### config.mk
export PLATFORM = sky130hd
export DESIGN_NAME = d_ctl_mh_flat
export DESIGN_NICKNAME = d
export VERILOG_FILES = /design/src/rtl/debug_pkg.sv /design/src/rtl/d_ctl_mh_if.sv /design/src/rtl/d_hart_fsm.sv /design/src/rtl/d_ctl_mh.sv /design/src/flat_wrapper.sv
export SDC_FILE = /design/constraint.sdc
export NUM_CORES = 1
export LEC_CHECK = 0
export BUFFER_PORTS_ARGS = -buffer_cell sky130_fd_sc_hd__buf_2
export CORE_AREA = 2 2 44 46
export DETAILED_ROUTE_END_ITERATION = 12
export DIE_AREA = 0 0 46 48
export PLACE_DENSITY = 0.8
export SYNTH_ARGS = -nofsm -noshare
export SYNTH_HDL_FRONTEND = slang
export SYNTH_HIERARCHICAL = 1
export SYNTH_SLANG_ARGS = --single-unit
### constraint.sdc
create_clock -name clk -period 1.4 [get_ports clk]
set_input_delay 0 -clock clk [delete_from_list [all_inputs] [get_ports clk]]
set_output_delay 0 -clock clk [all_outputs]
set_load 0.01 [all_outputs]
### src/rtl/debug_pkg.sv
// Shared types and codes for the multi-hart debug controller.
package debug_pkg;

    typedef enum logic [2:0] {
        ST_RUN,
        ST_HALTING,
        ST_HALTED,
        ST_ABSTRACT,
        ST_STEP
    } hart_state_e;

    localparam logic [2:0] CAUSE_NONE      = 3'd0;
    localparam logic [2:0] CAUSE_EBREAK    = 3'd1;
    localparam logic [2:0] CAUSE_HALTREQ   = 3'd3;
    localparam logic [2:0] CAUSE_STEP      = 3'd4;
    localparam logic [2:0] CAUSE_RESETHALT = 3'd5;

    localparam logic [2:0] CMDERR_NONE       = 3'd0;
    localparam logic [2:0] CMDERR_NOTSUP     = 3'd2;
    localparam logic [2:0] CMDERR_EXCEPTION  = 3'd3;
    localparam logic [2:0] CMDERR_HALTRESUME = 3'd4;

endpackage

### src/rtl/d_ctl_mh_if.sv
// Abstract-command bus between the debug module, this controller and the harts.
interface d_ctl_mh_if #(
    parameter int NUM_HARTS = 1,
    parameter int HART_W    = 3
);
    logic                 abs_exec;
    logic [HART_W-1:0]    abs_hart;
    logic [NUM_HARTS-1:0] abs_start;
    logic [NUM_HARTS-1:0] abs_done_in;
    logic [NUM_HARTS-1:0] abs_fault;
    logic                 abs_done;
    logic [2:0]           abs_cmderr;

    modport slave (
        input  abs_exec, abs_hart, abs_done_in, abs_fault,
        output abs_start, abs_done, abs_cmderr
    );

    modport master (
        output abs_exec, abs_hart, abs_done_in, abs_fault,
        input  abs_start, abs_done, abs_cmderr
    );
endinterface

### src/rtl/d_hart_fsm.sv
// Debug-mode state machine for one hart: halt, resume, single-step and abstract-command occupancy.
module d_hart_fsm
    import debug_pkg::*;
(
    input  logic       clk,
    input  logic       rst,
    input  logic       resethalt_req,
    input  logic       halt_req,
    input  logic       resume_req,
    input  logic       ebreak,
    input  logic       step_en,
    input  logic       retire,
    input  logic       quiesced,
    input  logic       exec_sel,
    input  logic       done_in,
    input  logic       fault_in,
    output logic       debug,
    output logic       halted,
    output logic       idle,
    output logic       resume_ack,
    output logic [2:0] cause,
    output logic       cause_we,
    output logic       abs_start,
    output logic       fin,
    output logic       fin_fault
);

    hart_state_e state, state_nxt;
    logic [2:0]  cause_nxt, halt_cause;
    logic        cause_we_nxt, resume_ack_nxt, abs_start_nxt;
    logic        rst_seen, rh_q;

    // rh_q keeps the last resethalt_req seen on a clock edge, so the value
    // sampled during reset is still available in the first cycle after release.
    always_ff @(posedge clk) begin
        rh_q <= resethalt_req;
    end

    always_ff @(posedge clk or posedge rst) begin
        if (rst) begin
            state      <= ST_RUN;
            cause      <= CAUSE_NONE;
            cause_we   <= 1'b0;
            resume_ack <= 1'b0;
            abs_start  <= 1'b0;
            rst_seen   <= 1'b1;
        end else begin
            state      <= state_nxt;
            cause      <= cause_nxt;
            cause_we   <= cause_we_nxt;
            resume_ack <= resume_ack_nxt;
            abs_start  <= abs_start_nxt;
            rst_seen   <= 1'b0;
        end
    end

    always_comb begin
        state_nxt      = state;
        cause_nxt      = cause;
        cause_we_nxt   = 1'b0;
        resume_ack_nxt = 1'b0;
        abs_start_nxt  = 1'b0;
        halt_cause     = CAUSE_NONE;
        case (state)
            ST_RUN, ST_STEP: begin
                if (state == ST_RUN && rst_seen && rh_q) halt_cause = CAUSE_RESETHALT;
                else if (ebreak)                         halt_cause = CAUSE_EBREAK;
                else if (halt_req)                       halt_cause = CAUSE_HALTREQ;
                else if (state == ST_STEP && retire)     halt_cause = CAUSE_STEP;
            end
            ST_HALTING: begin
                if (quiesced) state_nxt = ST_HALTED;
            end
            ST_HALTED: begin
                if (exec_sel) begin
                    state_nxt     = ST_ABSTRACT;
                    abs_start_nxt = 1'b1;
                end else if (resume_req && !halt_req) begin
                    resume_ack_nxt = 1'b1;
                    state_nxt      = step_en ? ST_STEP : ST_RUN;
                end
            end
            ST_ABSTRACT: begin
                if (done_in) state_nxt = ST_HALTED;
            end
            default: state_nxt = ST_RUN;
        endcase
        if (halt_cause != CAUSE_NONE) begin
            state_nxt    = ST_HALTING;
            cause_nxt    = halt_cause;
            cause_we_nxt = 1'b1;
        end
    end

    // A reset-halt hart is already frozen while reset is held.
    assign debug     = (state == ST_HALTING) || (state == ST_HALTED) || (state == ST_ABSTRACT)
                       || (rst_seen && rh_q);
    assign halted    = (state == ST_HALTED) || (state == ST_ABSTRACT);
    assign idle      = (state == ST_HALTED);
    assign fin       = (state == ST_ABSTRACT) && done_in;
    assign fin_fault = fin && fault_in;

endmodule

### src/rtl/d_ctl_mh.sv
// Multi-hart debug controller: per-hart debug FSMs plus abstract-command dispatch and completion.
module d_ctl_mh
    import debug_pkg::*;
#(
    parameter int NUM_HARTS = 1,
    parameter int HART_W    = 3
) (
    input  logic                   clk,
    input  logic                   rst,
    input  logic [NUM_HARTS-1:0]   halt_req,
    input  logic [NUM_HARTS-1:0]   resume_req,
    input  logic [NUM_HARTS-1:0]   resethalt_req,
    input  logic [NUM_HARTS-1:0]   ebreak,
    input  logic [NUM_HARTS-1:0]   step_en,
    input  logic [NUM_HARTS-1:0]   retire,
    input  logic [NUM_HARTS-1:0]   quiesced,
    output logic [NUM_HARTS-1:0]   debug,
    output logic [NUM_HARTS-1:0]   halted,
    output logic [NUM_HARTS-1:0]   resume_ack,
    output logic [3*NUM_HARTS-1:0] cause,
    output logic [NUM_HARTS-1:0]   cause_we,
    d_ctl_mh_if.slave              abs
);

    logic [NUM_HARTS-1:0] idle, exec_sel, fin, fin_fault, start;
    logic                 hart_ok, done_nxt;
    logic [2:0]           cmderr_nxt;

    for (genvar g = 0; g < NUM_HARTS; g++) begin : g_hart
        d_hart_fsm u_fsm (
            .clk           (clk),
            .rst           (rst),
            .resethalt_req (resethalt_req[g]),
            .halt_req      (halt_req[g]),
            .resume_req    (resume_req[g]),
            .ebreak        (ebreak[g]),
            .step_en       (step_en[g]),
            .retire        (retire[g]),
            .quiesced      (quiesced[g]),
            .exec_sel      (exec_sel[g]),
            .done_in       (abs.abs_done_in[g]),
            .fault_in      (abs.abs_fault[g]),
            .debug         (debug[g]),
            .halted        (halted[g]),
            .idle          (idle[g]),
            .resume_ack    (resume_ack[g]),
            .cause         (cause[3*g +: 3]),
            .cause_we      (cause_we[g]),
            .abs_start     (start[g]),
            .fin           (fin[g]),
            .fin_fault     (fin_fault[g])
        );
    end

    assign abs.abs_start = start;

    // Completion of a running command takes the response slot; a rejected
    // abs_exec arriving in that same cycle is a debug-module protocol error.
    always_comb begin
        exec_sel   = '0;
        done_nxt   = 1'b0;
        cmderr_nxt = CMDERR_NONE;
        hart_ok    = int'(abs.abs_hart) < NUM_HARTS;
        for (int h = 0; h < NUM_HARTS; h++) begin
            if (abs.abs_exec && int'(abs.abs_hart) == h && idle[h]) exec_sel[h] = 1'b1;
        end
        if (|fin) begin
            done_nxt   = 1'b1;
            cmderr_nxt = (|fin_fault) ? CMDERR_EXCEPTION : CMDERR_NONE;
        end else if (abs.abs_exec) begin
            if (!hart_ok) begin
                done_nxt   = 1'b1;
                cmderr_nxt = CMDERR_NOTSUP;
            end else if (exec_sel == '0) begin
                done_nxt   = 1'b1;
                cmderr_nxt = CMDERR_HALTRESUME;
            end
        end
    end

    always_ff @(posedge clk or posedge rst) begin
        if (rst) begin
            abs.abs_done   <= 1'b0;
            abs.abs_cmderr <= CMDERR_NONE;
        end else begin
            abs.abs_done   <= done_nxt;
            abs.abs_cmderr <= cmderr_nxt;
        end
    end

endmodule

### src/flat_wrapper.sv
// flat-port wrapper written by rule: the top's interface ports become plain ports
module d_ctl_mh_flat import debug_pkg::*;
#(
    parameter int NUM_HARTS = 1,
    parameter int HART_W    = 3
)
  (clk, rst, halt_req, resume_req, resethalt_req, ebreak, step_en, retire, quiesced, debug, halted, resume_ack, cause, cause_we, abs_abs_exec, abs_abs_hart, abs_abs_done_in, abs_abs_fault, abs_abs_start, abs_abs_done, abs_abs_cmderr);
  d_ctl_mh_if #(.NUM_HARTS(NUM_HARTS), .HART_W(HART_W)) abs_i ();
  input  logic clk;
  input  logic rst;
  input  logic [NUM_HARTS-1:0] halt_req;
  input  logic [NUM_HARTS-1:0] resume_req;
  input  logic [NUM_HARTS-1:0] resethalt_req;
  input  logic [NUM_HARTS-1:0] ebreak;
  input  logic [NUM_HARTS-1:0] step_en;
  input  logic [NUM_HARTS-1:0] retire;
  input  logic [NUM_HARTS-1:0] quiesced;
  output logic [NUM_HARTS-1:0] debug;
  output logic [NUM_HARTS-1:0] halted;
  output logic [NUM_HARTS-1:0] resume_ack;
  output logic [3*NUM_HARTS-1:0] cause;
  output logic [NUM_HARTS-1:0] cause_we;
  input wire logic [$bits(abs_i.abs_exec)-1:0] abs_abs_exec;
  input wire logic [$bits(abs_i.abs_hart)-1:0] abs_abs_hart;
  input wire logic [$bits(abs_i.abs_done_in)-1:0] abs_abs_done_in;
  input wire logic [$bits(abs_i.abs_fault)-1:0] abs_abs_fault;
  output wire logic [$bits(abs_i.abs_start)-1:0] abs_abs_start;
  output wire logic [$bits(abs_i.abs_done)-1:0] abs_abs_done;
  output wire logic [$bits(abs_i.abs_cmderr)-1:0] abs_abs_cmderr;
  assign abs_i.abs_exec = abs_abs_exec;
  assign abs_i.abs_hart = abs_abs_hart;
  assign abs_i.abs_done_in = abs_abs_done_in;
  assign abs_i.abs_fault = abs_abs_fault;
  assign abs_abs_start = abs_i.abs_start;
  assign abs_abs_done = abs_i.abs_done;
  assign abs_abs_cmderr = abs_i.abs_cmderr;
  d_ctl_mh #(.NUM_HARTS(NUM_HARTS), .HART_W(HART_W)) u_core (.clk(clk), .rst(rst), .halt_req(halt_req), .resume_req(resume_req), .resethalt_req(resethalt_req), .ebreak(ebreak), .step_en(step_en), .retire(retire), .quiesced(quiesced), .debug(debug), .halted(halted), .resume_ack(resume_ack), .cause(cause), .cause_we(cause_we), .abs(abs_i));
endmodule
Word-level counts from Yosys, hierarchy flattened
Cells that the tools add are included.
{"block": "totals", "ff_bits": 15, "input_bits": 15, "word_cells": 65}
{"block": "classes", "magnitude_cmp": 1, "eq_ne": 8, "n_mux": 28, "n_reduce_logical": 19}
{"operator": "$mux W3", "count": 15}
{"operator": "$pmux W3 S4", "count": 1}
{"operator": "$mux W1", "count": 11}
{"operator": "$logic_and A1 B1 Y1", "count": 9}
{"operator": "$eq A3 B2 Y1 const B", "count": 2}
{"operator": "$logic_not A3 Y1", "count": 2}
{"operator": "$ne A3 B3 Y1 const B", "count": 2}
{"operator": "$logic_or A1 B1 Y1", "count": 4}
{"operator": "$ne A4 B4 Y1 const B", "count": 1}
{"operator": "$reduce_and A4 Y1", "count": 1}
{"operator": "$eq A3 B1 Y1 const B", "count": 1}
{"operator": "$eq A3 B3 Y1 const B", "count": 1}
{"operator": "$lt A3 B1 Y1 const B", "count": 1}
{"operator": "$reduce_bool A3 Y1", "count": 1}
{"operator": "$mux W2", "count": 1}
{"operator": "$ne A2 B2 Y1 const B", "count": 1}
{"operator": "$reduce_or A2 Y1", "count": 1}
{"operator": "$logic_not A1 Y1", "count": 1}

Depth between registers and ports, before layout
{"block": "depth", "ltp_word": 10, "mapped_depth": 6, "ltp_nobuf": 5}

Modules after synthesis
The synthesis kept the hierarchy.
{"module": "d_hart_fsm", "area_per_inst_um2": 504.2, "seq_area_each_um2": 271.5, "cells_per_inst": 49, "n_inst": 1}
{"module": "d_ctl_mh", "area_per_inst_um2": 160.2, "seq_area_each_um2": 100.1, "cells_per_inst": 13, "n_inst": 1}

Worst setup path after synthesis
No wires, ideal clock.
{"block": "synth_path", "path_type": "reg-to-reg", "start": "register u_core.g_hart[0].u_fsm.state[2]", "end": "register u_core.abs.abs_done", "setup_time_ps": 118, "t_required_ps": 1282, "setup_slack_ps": -72, "synth_period_minus_slack_ps": 1472, "path_buffers": 1, "path_stages_with_launch": 5, "arrival_ps": 1354, "cell_sequence": "dfrtp_1 buf_2 nor3b_2 or4b_1 a21o_1"}
{"block": "synth_between", "elab_chain_len": 7, "elab_cells_between_ends": 9, "classes_between": "eq/ne (2); mux (5); reduce/logical (2)"}
{"element": "start, declared", "line_no": "d_hart_fsm.sv:28", "rtl": "hart_state_e state, state_nxt;"}
{"element": "start signal, assigned", "line_no": "d_hart_fsm.sv:48", "rtl": "state <= state_nxt;"}
{"element": "$eq A3 B2 Y1", "line_no": "d_hart_fsm.sv:99", "rtl": "assign idle = (state == ST_HALTED);"}
{"element": "via u_core.idle", "line_no": "d_ctl_mh.sv:25", "rtl": "logic [NUM_HARTS-1:0] idle, exec_sel, fin, fin_fault, start;"}
{"element": "$logic_and A1 B1 Y1", "line_no": "d_ctl_mh.sv:65", "rtl": "if (abs.abs_exec && int'(abs.abs_hart) == h && idle[h]) exec_sel[h] = 1'b1;"}
{"element": "$mux W1", "line_no": "d_ctl_mh.sv:65"}
{"element": "$mux W1", "line_no": "d_ctl_mh.sv:74", "rtl": "end else if (exec_sel == '0) begin"}
{"element": "$mux W1", "line_no": "d_ctl_mh.sv:71", "rtl": "if (!hart_ok) begin"}
{"element": "$mux W1", "line_no": "d_ctl_mh.sv:70", "rtl": "end else if (abs.abs_exec) begin"}
{"element": "$mux W1", "line_no": "d_ctl_mh.sv:67", "rtl": "if (|fin) begin"}
{"element": "via u_core.done_nxt", "line_no": "d_ctl_mh.sv:26", "rtl": "logic hart_ok, done_nxt;"}
{"element": "end signal, assigned", "line_no": "d_ctl_mh.sv:86", "rtl": "abs.abs_done <= done_nxt;"}
{"element": "end, declared", "line_no": "d_ctl_mh_if.sv:16", "rtl": "output abs_start, abs_done, abs_cmderr"}
The timed path passes the listed nets, and every way through them passes these cells.
A chain may end at the register's enable or synchronous reset.

Worst setup path after layout
{"block": "layout_path", "start": "register u_core.g_hart[0].u_fsm.state[1]", "end": "register u_core.abs.abs_done"}
The elaborated chain is that of the path after synthesis.

==> summary.md <==
| Metric | Value |
|---|---|
| Outcome | `finished with violations` |
| Violated checks | `negative setup slack` |
| Required time at the worst-slack endpoint | `1570 ps` |
| Total CTS buffers | `3` |
| Flip-flop and latch count after synthesis | `15` |
| Hold violation total from the final report | `0` |
| Final cycle utilization of the critical path | `101%` |
| Fin nets | `118` |
| Total Negative Setup Slacks | `-15.8 ps` |
| Number of vias after detailed routing | `624` |
| First-pass iteration count of the detailed router | `4` |
| Maximum number of pins on one net before global-route repair | `11` |
| Number of ports placed on the die boundary | `27` |
| Maximum level of the CTS H-tree | `1` |
| Layout cell share with drive strength beyond 1 | `45.1%` |
| First-pass GRT wire length | `2.41 mm` |
| Hold Path Stages | `3` |
| Syn_area_per_cell | `10.7 sq um` |
| Critical-path maximum fanout | `5` |
| Starting Density | `39.3%` |
| Number of cells traversed by the worst register-to-register path | `3` |
| Share of synthesized flip-flops with an asynchronous set or reset | `93.3%` |
| Total nets after synthesis | `77` |
| Total inserted antenna cells | `0` |
| Number of standard cells after synthesis | `62` |
| Skew-Pair Late Insertion Delay | `280 ps` |
| Placed instance area | `847 sq um` |
| Overall die area | `2210 sq um` |
| Crit start category | `flop` |
| Max-slew violation total from the final report | `0` |
| Setup violators final | `1` |
| Floorplan die height | `48 um` |
| Worst setup slack after layout | `-15.8 ps` |
| Routed vias/inst | `5.24` |
| Post-synth top flop | `sky130_fd_sc_hd__dfrtp_1` |
| Arrival time of data at the critical path endpoint | `1590 ps` |
| Power density normalized to cell area | `1590 nW/um^2` |
| Row count | `15` |
| Quantity of I/O buffers inserted on ports | `26` |
| DRC | `0` |
| CP Capture Type | `flop` |
| Total overflow reported by the global router | `0` |
| Commonest non-fill, non-tap cells in the layout | `sky130_fd_sc_hd__buf_2 (26), sky130_fd_sc_hd__dfrtp_1 (13), sky130_fd_sc_hd__dlygate4sd3_1 (6)` |
| Gpl congestion | `0.752` |
| Final wirelength | `1.64 mm` |
| Post-synth EDFFs | `0` |
| Total routing resource utilization after global routing | `15.7%` |
| TritonCTS clock tree | `yes` |
| Max Cap Viol | `0` |
| Netlist cell types | `32` |
| Worst VDD drop | `0.000805 V` |
| Clock transition at the registers of the reported paths | `90 ps` |
| Final antenna-violating net count | `0` |
| Clock Tree Root | `sky130_fd_sc_hd__clkbuf_4` |
| Initial antenna violation count | `0` |
| Class of the tightest hold or removal check | `in2reg` |
| Commonest non-fill, non-tap cell in the layout | `sky130_fd_sc_hd__buf_2` |
| Sequential element share of the synthesized area | `55.9%` |
| Number of filler cells placed in the layout | `148` |
| Routed wirelength normalized by instance count | `13.7 um` |
| RSZ-0062 raised after global routing | `true` |
| Die X | `46 um` |
| Post-route minimum period | `1420 ps` |
| Final HPWL DP | `1.20 mm` |
| Start-to-end type of the worst setup path | `reg2reg` |
| Maximum buffer depth of the clock tree | `2` |
| Worst clock skew | `4.98 ps` |
| Final Cell Area | `963 sq um` |
| Violation count after the first detailed-route iteration | `13` |
| Area growth, synth to finish | `45.0%` |
| Leakage power | `0.474 nW` |
| Synthesized cell area | `664 sq um` |
| Timing-limited maximum frequency | `706 MHz` |
| Number of warnings reported in the yosys synthesis log | `6` |
| Core area | `1690 sq um` |
| Via count of the first global-routing pass | `575` |
| Number of clock sinks | `15` |
state kept, by name, summed over array words and instances (netlist names):
name,count
u_core/abs.abs_cmderr,3
u_core/g_hart.u_fsm/cause,3
u_core/g_hart.u_fsm/state,3
u_core/abs.abs_done,1
u_core/g_hart.u_fsm/abs_start,1
u_core/g_hart.u_fsm/cause_we,1
u_core/g_hart.u_fsm/resume_ack,1
u_core/g_hart.u_fsm/rh_q,1
u_core/g_hart.u_fsm/rst_seen,1
logic make-up (layout without fill, tap and decap cells):
group           Yosys count  count (layout)  synth area share (%)
other cells               1               1                 0.564
mux                       1               1                  1.69
flops                    15              15                  55.9
simple gates             25              25                  23.2
compound gates           17              17                  16.8
buf+inv                   3              43                  1.88
per-stage QoR:
step | power (mW) | setup slack [ps] | hold WS [ps] | utilization (%) | cells
2_1_floorplan | 0.956 | -27.5 | -234 | - | 62
3_3_place_gp | 1.18 | 41.7 | -109 | 50.1 | 108
3_5_place_dp | 1.20 | -33.3 | -98.0 | 50.1 | 108
4_1_cts | 1.50 | 3.63 | 11.5 | 56.1 | 119
5_1_grt | 1.62 | -34.6 | 13.7 | 57.0 | 119
6_report | 1.53 | -15.8 | 17.1 | 57.0 | 119
repair_timing:
| action | CTS | global route |
|---|---|---|
| endpoints found under the hold margin | 17 | 0 |
| hold buffers | 6 | 0 |
| setup buffers | 1 | 0 |
| pin swaps | 1 | 4 |
| gates resized for setup | 1 | 5 |
| setup endpoints to repair | 2 | 6 |
synthesized netlist by cell type, types with 2 or more instances:
cell	instances	area (sq um)
sky130_fd_sc_hd__o21ai_0	2	10.0
sky130_fd_sc_hd__nand3b_1	2	15.0
sky130_fd_sc_hd__nor2_1	4	15.0
sky130_fd_sc_hd__or2_1	2	12.5
sky130_fd_sc_hd__dfrtp_1	13	325
sky130_fd_sc_hd__o21ai_1	3	15.0
sky130_fd_sc_hd__and2_1	3	18.8
sky130_fd_sc_hd__inv_1	2	7.51
sky130_fd_sc_hd__nand2_1	3	11.3
sky130_fd_sc_hd__and3_1	3	18.8
sky130_fd_sc_hd__a21oi_1	4	20.0
critical path, cell delays in order, from the launching register on:
cell,delay (ps)
sky130_fd_sc_hd__dfrtp_1,420
sky130_fd_sc_hd__nor3b_4,250
sky130_fd_sc_hd__or4b_1,460
sky130_fd_sc_hd__a21o_1,180
metal layers:
layer / global-route usage [%] / vias to the layer above / share of wire (%)
met5: 0 / - / 0
met4: 8.57 / 0 / 1.5
met3: 2.26 / 4 / 3.2
met2: 28.9 / 17 / 57
met1: 17.4 / 303 / 38
li1: - / 300 / -
worst paths after layout:
path                       slack (ps)                                     endpoint                                   startpoint
hold / removal                     20  u_core/g_hart[0].u_fsm/state[2]$_DFFE_PP0P_                                      step_en
setup / recovery                  -20                u_core/abs.abs_done$_DFF_PP0_  u_core/g_hart[0].u_fsm/state[1]$_DFFE_PP0P_
hold reg to reg                   540  u_core/g_hart[0].u_fsm/cause[0]$_DFFE_PP0P_  u_core/g_hart[0].u_fsm/cause[0]$_DFFE_PP0P_
setup reg to reg                  -20                u_core/abs.abs_done$_DFF_PP0_  u_core/g_hart[0].u_fsm/state[1]$_DFFE_PP0P_
max in group asynchronous         850    u_core/g_hart[0].u_fsm/rst_seen$_DFF_PP1_                                          rst
min in group asynchronous         150                u_core/abs.abs_done$_DFF_PP0_                                          rst
final cells by class:
class                           count  area (sq um)  share of cell area [%]
Clock buffer                        3          22.5                    2.34
Clock inverter                      1          5.00                   0.519
Inverter                            2          7.51                   0.779
Multi-Input combinational cell     44           308                    31.9
Sequential cell                    15           372                    38.6
Tap cell                           17          21.3                    2.21
Timing Repair Buffer               37           228                    23.6
where the power goes:
part           switching (mW)  total (mW)  internal, mW
Combinational           0.340       0.696         0.356
Clock                   0.136       0.242         0.106
Sequential             0.0612       0.592         0.531
Power figures use the tool's default switching activity.
